$ cat config.mk
export PLATFORM = sky130hd
export DESIGN_NAME = fetch_stage
export DESIGN_NICKNAME = d
export VERILOG_FILES = /design/src/rtl/fetch_stage.sv
export SDC_FILE = /design/constraint.sdc
export NUM_CORES = 1
export LEC_CHECK = 0
export CAP_MARGIN = 20
export CORE_ASPECT_RATIO = 2
export CORE_UTILIZATION = 40
export DETAILED_ROUTE_END_ITERATION = 12
export PLACE_DENSITY_LB_ADDON = 0.1
export RECOVER_POWER = 50
export SKIP_CTS_REPAIR_TIMING = 1
export SLEW_MARGIN = 15
export SYNTH_ARGS = -nofsm -noshare
export SYNTH_HDL_FRONTEND = slang
export SYNTH_SLANG_ARGS = --single-unit
$ cat constraint.sdc
create_clock -name clk -period 7.2 [get_ports clk]
set_clock_uncertainty 0.1 [all_clocks]
set_input_delay 2.16 -clock clk [delete_from_list [all_inputs] [get_ports clk]]
set_output_delay 2.16 -clock clk [all_outputs]
set_load 0.02 [all_outputs]
$ cat src/rtl/fetch_stage.sv
// Instruction-fetch stage: PC, imem req/ack sequencing and a 2-entry instruction FIFO toward decode.
// Optional stall performance counter enabled by defining FETCH_STALL_CNT_EN.
module fetch_stage #(
  parameter int                ADDR_W   = 32,
  parameter logic [ADDR_W-1:0] RESET_PC = '0
) (
  input  logic              clk,
  input  logic              rst,
  output logic              imem_req,
  output logic [ADDR_W-1:0] imem_addr,
  input  logic              imem_ack,
  input  logic [31:0]       imem_data,
  output logic              inst_valid,
  input  logic              inst_ready,
  output logic [31:0]       inst_out,
  output logic [5:0]        opcode,
  output logic [ADDR_W-1:0] pc_plus4,
  input  logic              branch_taken,
  input  logic [ADDR_W-1:0] branch_target,
  output logic [15:0]       stall_cnt
);

  typedef enum logic [1:0] {IDLE, FETCH, DROP} state_t;

  localparam logic [ADDR_W-1:0] RESET_PC_A = RESET_PC & ~ADDR_W'(3);

  state_t            state_q;
  logic [ADDR_W-1:0] pc_q;
  logic [ADDR_W-1:0] redirect_q;
  logic [ADDR_W-1:0] target_aligned;

  logic [ADDR_W-1:0] mem_pc_q   [2];
  logic [31:0]       mem_data_q [2];
  logic              rd_ptr_q;
  logic              wr_ptr_q;
  logic [1:0]        count_q;
  logic [1:0]        count_d;
  logic              push;
  logic              pop;

  assign target_aligned = branch_target & ~ADDR_W'(3);

  // A redirect kills both the returning word and any same-cycle pop.
  assign push = (state_q == FETCH) && imem_ack && !branch_taken;
  assign pop  = inst_valid && inst_ready && !branch_taken;

  // NOTE: give every always_comb target a default first so no latch is inferred.
  always_comb begin
    count_d = count_q;
    if (branch_taken)
      count_d = '0;
    else if (push && !pop)
      count_d = count_q + 2'd1;
    else if (pop && !push)
      count_d = count_q - 2'd1;
  end

  // NOTE: sequential state uses non-blocking assignments so every register samples pre-edge values.
  always_ff @(posedge clk) begin
    if (rst) begin
      state_q    <= IDLE;
      pc_q       <= RESET_PC_A;
      redirect_q <= RESET_PC_A;
    end else begin
      case (state_q)
        IDLE: begin
          if (branch_taken)
            pc_q <= target_aligned;
          else if (count_q < 2'd2)
            state_q <= FETCH;
        end
        FETCH: begin
          if (branch_taken && imem_ack) begin
            pc_q    <= target_aligned;
            state_q <= IDLE;
          end else if (branch_taken) begin
            // Address must stay stable until ack, so park the target.
            redirect_q <= target_aligned;
            state_q    <= DROP;
          end else if (imem_ack) begin
            pc_q    <= pc_q + ADDR_W'(4);
            state_q <= (count_d < 2'd2) ? FETCH : IDLE;
          end
        end
        DROP: begin
          if (imem_ack) begin
            pc_q    <= branch_taken ? target_aligned : redirect_q;
            state_q <= IDLE;
          end else if (branch_taken) begin
            redirect_q <= target_aligned;
          end
        end
        default: state_q <= IDLE;
      endcase
    end
  end

  always_ff @(posedge clk) begin
    if (rst) begin
      rd_ptr_q <= 1'b0;
      wr_ptr_q <= 1'b0;
      count_q  <= '0;
    end else begin
      count_q <= count_d;
      if (branch_taken) begin
        rd_ptr_q <= 1'b0;
        wr_ptr_q <= 1'b0;
      end else begin
        if (push) wr_ptr_q <= ~wr_ptr_q;
        if (pop)  rd_ptr_q <= ~rd_ptr_q;
      end
    end
  end

  // NOTE: FIFO storage is not reset; outputs are gated by inst_valid so stale contents never leak.
  always_ff @(posedge clk) begin
    if (push) begin
      mem_pc_q[wr_ptr_q]   <= pc_q;
      mem_data_q[wr_ptr_q] <= imem_data;
    end
  end

  assign imem_req   = (state_q != IDLE);
  assign imem_addr  = pc_q;
  assign inst_valid = (count_q != 2'd0);
  assign inst_out   = inst_valid ? mem_data_q[rd_ptr_q] : '0;
  assign opcode     = inst_out[31:26];
  assign pc_plus4   = inst_valid ? (mem_pc_q[rd_ptr_q] + ADDR_W'(4)) : '0;

`ifdef FETCH_STALL_CNT_EN
  logic [15:0] stall_q;

  always_ff @(posedge clk) begin
    if (rst)
      stall_q <= '0;
    else if (!inst_valid && (stall_q != 16'hFFFF))
      stall_q <= stall_q + 16'd1;
  end

  assign stall_cnt = stall_q;
`else
  assign stall_cnt = '0;
`endif

endmodule

==> impl_metrics.csv <==
group,metric,value,unit
min_path,hold_depth,2,
place,dp_slack,1310,ps
sta,hold_viol,0,
synth,syn_inst,969,
global_route,antenna_found_initial,0,
sta,relSlewSlack,-53.7,%
floorplan,top_level_ports,189,
min_path,hp-start,"redirect_q[5]",
min_path,hold_class,"flop to flop",
synth,yosys-top-cells-area,"edfxtp_1 (39%), dfxtp_1 (14%), mux2i_1 (6.5%), nand2_1 (4.0%), nor2_1 (3.5%)",
clock_network,insertion_delay,440,ps
floorplan,initial_core_util,40.7,%
worst_setup_path,crit_start,"branch_taken",
place,dp_cells,1421,
sta,setup_viol_count_final,0,
clock_network,cts.htree.levels,4,
worst_setup_path,cp.arrival,6360,ps
synth,synth_area,9940,sq um
sta,fin_crit,6330,ps
synth,yosysUniqueCellTypes,71,
clock_network,cts_num_sinks,199,
floorplan,die_x,113,microns
sta,tightest_slew,2300,ps
floorplan,core,24400,sq um
place,io_buffers,170,
pwr,p_leak,4.08,nW
floorplan,die_area,25500,sq um
worst_setup_path,critPathBufInv,3,
layout,utilization,50.9,%
global_route,gr-total-overflow,0,
worst_setup_path,crit_type,"primary input to flop",
floorplan,rows,81,
synth,synthFlopType,"edfxtp_1",
min_path,min_to,"redirect_q[5]",
layout,nets,1186,
synth,yosysWarnings,0,
clock_network,numCtsBuffers,17,
place,place_congestion,0.882,
synth,synth_top_area_cell,"edfxtp_1",
clock_network,path_clk_slew,70,ps
layout,drive_above_1_share,5.89,%
routing,wirelength,26.4,mm
synth,syn_avg_cell_area,10.3,sq um
floorplan,die_height,225,microns
place,dp_hpwl,19.0,mm
routing,avgRoutedWirePerCell,18.2,microns
worst_setup_path,cp_top_family,"simple AND/OR/NAND/NOR gates",
routing,ant_nets,0,
global_route,grtUsageTotal,21.3,%
clock_network,clk_path_buf_depth,2,
global_route,first_global_vias,7603,
synth,ys_ff_latch,199,
worst_setup_path,rr_worst_depth,6,
synth,synthArstFlopShare,0,%
flow_run,maxCapViolCount,4,
global_route,grt_max_degree,69,
synth,ys_seq_area_share,53.0,%
worst_setup_path,critPathCaptureType,"flop",
worst_setup_path,r2r_setup_slack,3230,ps
synth,yosysTopAreaCellShare,38.7,%
layout,area_growth,25.1,%
routing,vias,7929,
sta,slew_violations,113,
worst_setup_path,crit_path_cell_trace,"dlygate4sd3_1 -> clkbuf_1 -> nor2_1 -> and2_0 -> buf_4",
routing,drt_pass1_iterations,5,
sta,fin_tns_setup,0,ps
synth,synth_edf_count,128,
sta,final.period_utilization,88.0,%
sta,rsz0062_at_grt,"false",
layout,antenna_cells,0,
clock_network,root_buffer,"clkbuf_16",
layout,nFillCells,2272,
worst_setup_path,worstPathRequired,7220,ps
outcome,violations,"max-capacitance violations, max-slew violations",
worst_setup_path,crit_slowest_cell,"and2_0",
worst_setup_path,path_max_fanout,36,
worst_setup_path,startpoint_type,"primary input",
pwr,power_density,224,nW/um^2
layout,fin_cells,1453,
clock_network,cts_tree,"done",
sta,fmax,158,MHz
pwr,ir_drop,0.000118,V
worst_setup_path,r2r_start,"state_q[1]",
outcome,status,"complete, but fails checks",
global_route,grt_first_pass_wirelength,41.4,mm
worst_setup_path,slowest_delay,1750,ps
routing,drcViolationCount,0,
sta,setup_ws,866,ps
worst_setup_path,r2r-end,"mem_data_q[1][28]",
routing,first_iter_violations,329,
routing,avgViaCountPerCell,5.46,
sequential cells by signal, summed over array words and instances, names as in the netlist, named ones only:
signal	flops
wr_ptr_q	1
count_q	2
redirect_q	32
mem_pc_q	64
imem_addr	32
rd_ptr_q	1
mem_data_q	64
state_q	2
layer usage:
metal | vias to the layer above | global-route usage, % | part of all wire (%)
met5 | - | 0 | 0
met4 | 0 | 12.2 | 4.8
met3 | 62 | 4.33 | 4.2
met2 | 258 | 38.7 | 53
met1 | 3755 | 22.4 | 38
li1 | 3854 | - | -
stage by stage:
step	instance area (sq um)	hold WS, ps	total power, mW
floorplan	10000	334	1.67
global placement	11800	340	1.88
detailed placement	11900	346	1.89
CTS	12400	356	2.83
global route	12400	370	2.91
finish	12400	354	2.78
logic make-up (layout without fill, tap and decap cells):
logic type      after synthesis  in the layout  synth area share [%]
fa+ha+maj                     9              9                  1.13
simple gates                364            364                  17.7
compound gates              194            194                  13.4
other cells                   1             16                0.0377
mux                          71             71                  7.22
buf+inv                     101            238                  4.87
xor+xnor                     30             30                  2.64
flops                       199            199                  53.0
synthesized netlist by cell type, types with 8 or more instances:
library cell,n
dfxtp_1,71
nor4_1,8
buf_4,22
nor3_1,48
a21oi_1,46
ha_1,9
clkbuf_1,45
xor2_1,14
a221oi_1,17
mux2i_1,65
nand3_1,28
or3_1,8
nand2_1,107
nor2_1,94
inv_1,17
o21ai_0,34
buf_2,12
o22ai_1,13
edfxtp_1,128
a221o_1,8
nand4_1,16
xnor2_1,16
a22o_1,8
nand3b_1,12
a31oi_1,9
layout make-up:
class	instances	area, sq um	share of cell area [%]
sequential	199	5270	42.4
multi-input combinational	684	4270	34.3
timing repair buffer	188	1840	14.8
clock buffer	21	482	3.87
tap	332	415	3.34
clock inverter	11	95.1	0.765
inverter	18	67.6	0.543
worst register-to-register path, stage by stage, from the launching register on:
cell and delay (ps):
dfxtp_1 330, inv_1 100, ha_1 390, nand2_1 190
nor2_1 280, and2_0 1750, buf_4 510
cell usage in the layout, fill, tap and decap left out, types with 7 or more instances in the layout:
cell             Yosys  routed
o21ai_0             34      34
or4_1                7       7
xor2_1              14      14
edfxtp_1           128     128
o21a_1               7       7
xnor2_1             16      16
a221oi_1            17      17
ha_1                 9       8
nand3b_1            12      12
dlygate4sd3_1        0      65
nor3_1              48      46
dfxtp_1             71      70
mux2i_1             65      65
nand2_1            107     107
o22ai_1             13      13
or3_1                8       8
nor2_1              94      93
buf_4               22      14
a22o_1               8       8
conb_1               1      16
nand3_1             28      28
nand4_1             16      16
nor4_1               8       8
a221o_1              8       8
inv_1               17      17
a31oi_1              9       9
clkdlybuf4s50_1      0     104
clkbuf_16            0      18
a21oi_1             46      46
where the power goes:
| part | leakage [nW] | switching, mW | internal [mW] |
|---|---|---|---|
| registers | 1.75 | 0.0896 | 1.29 |
| clock network | 0.288 | 0.415 | 0.515 |
| logic | 2.04 | 0.283 | 0.191 |
worst max-delay path by stage:
stage,to,slack (ps),depth (start not counted)
6_report,mem_data_q[1][28],870,5
5_1_grt,mem_data_q[1][29],450,5
4_1_cts,pc_plus4[24],830,8
3_5_place_dp,pc_plus4[24],1310,8
3_3_place_gp,pc_plus4[24],1330,8
2_1_floorplan,mem_data_q[0][0],1250,5
Note: power is estimated with default switching activity, not from simulation.
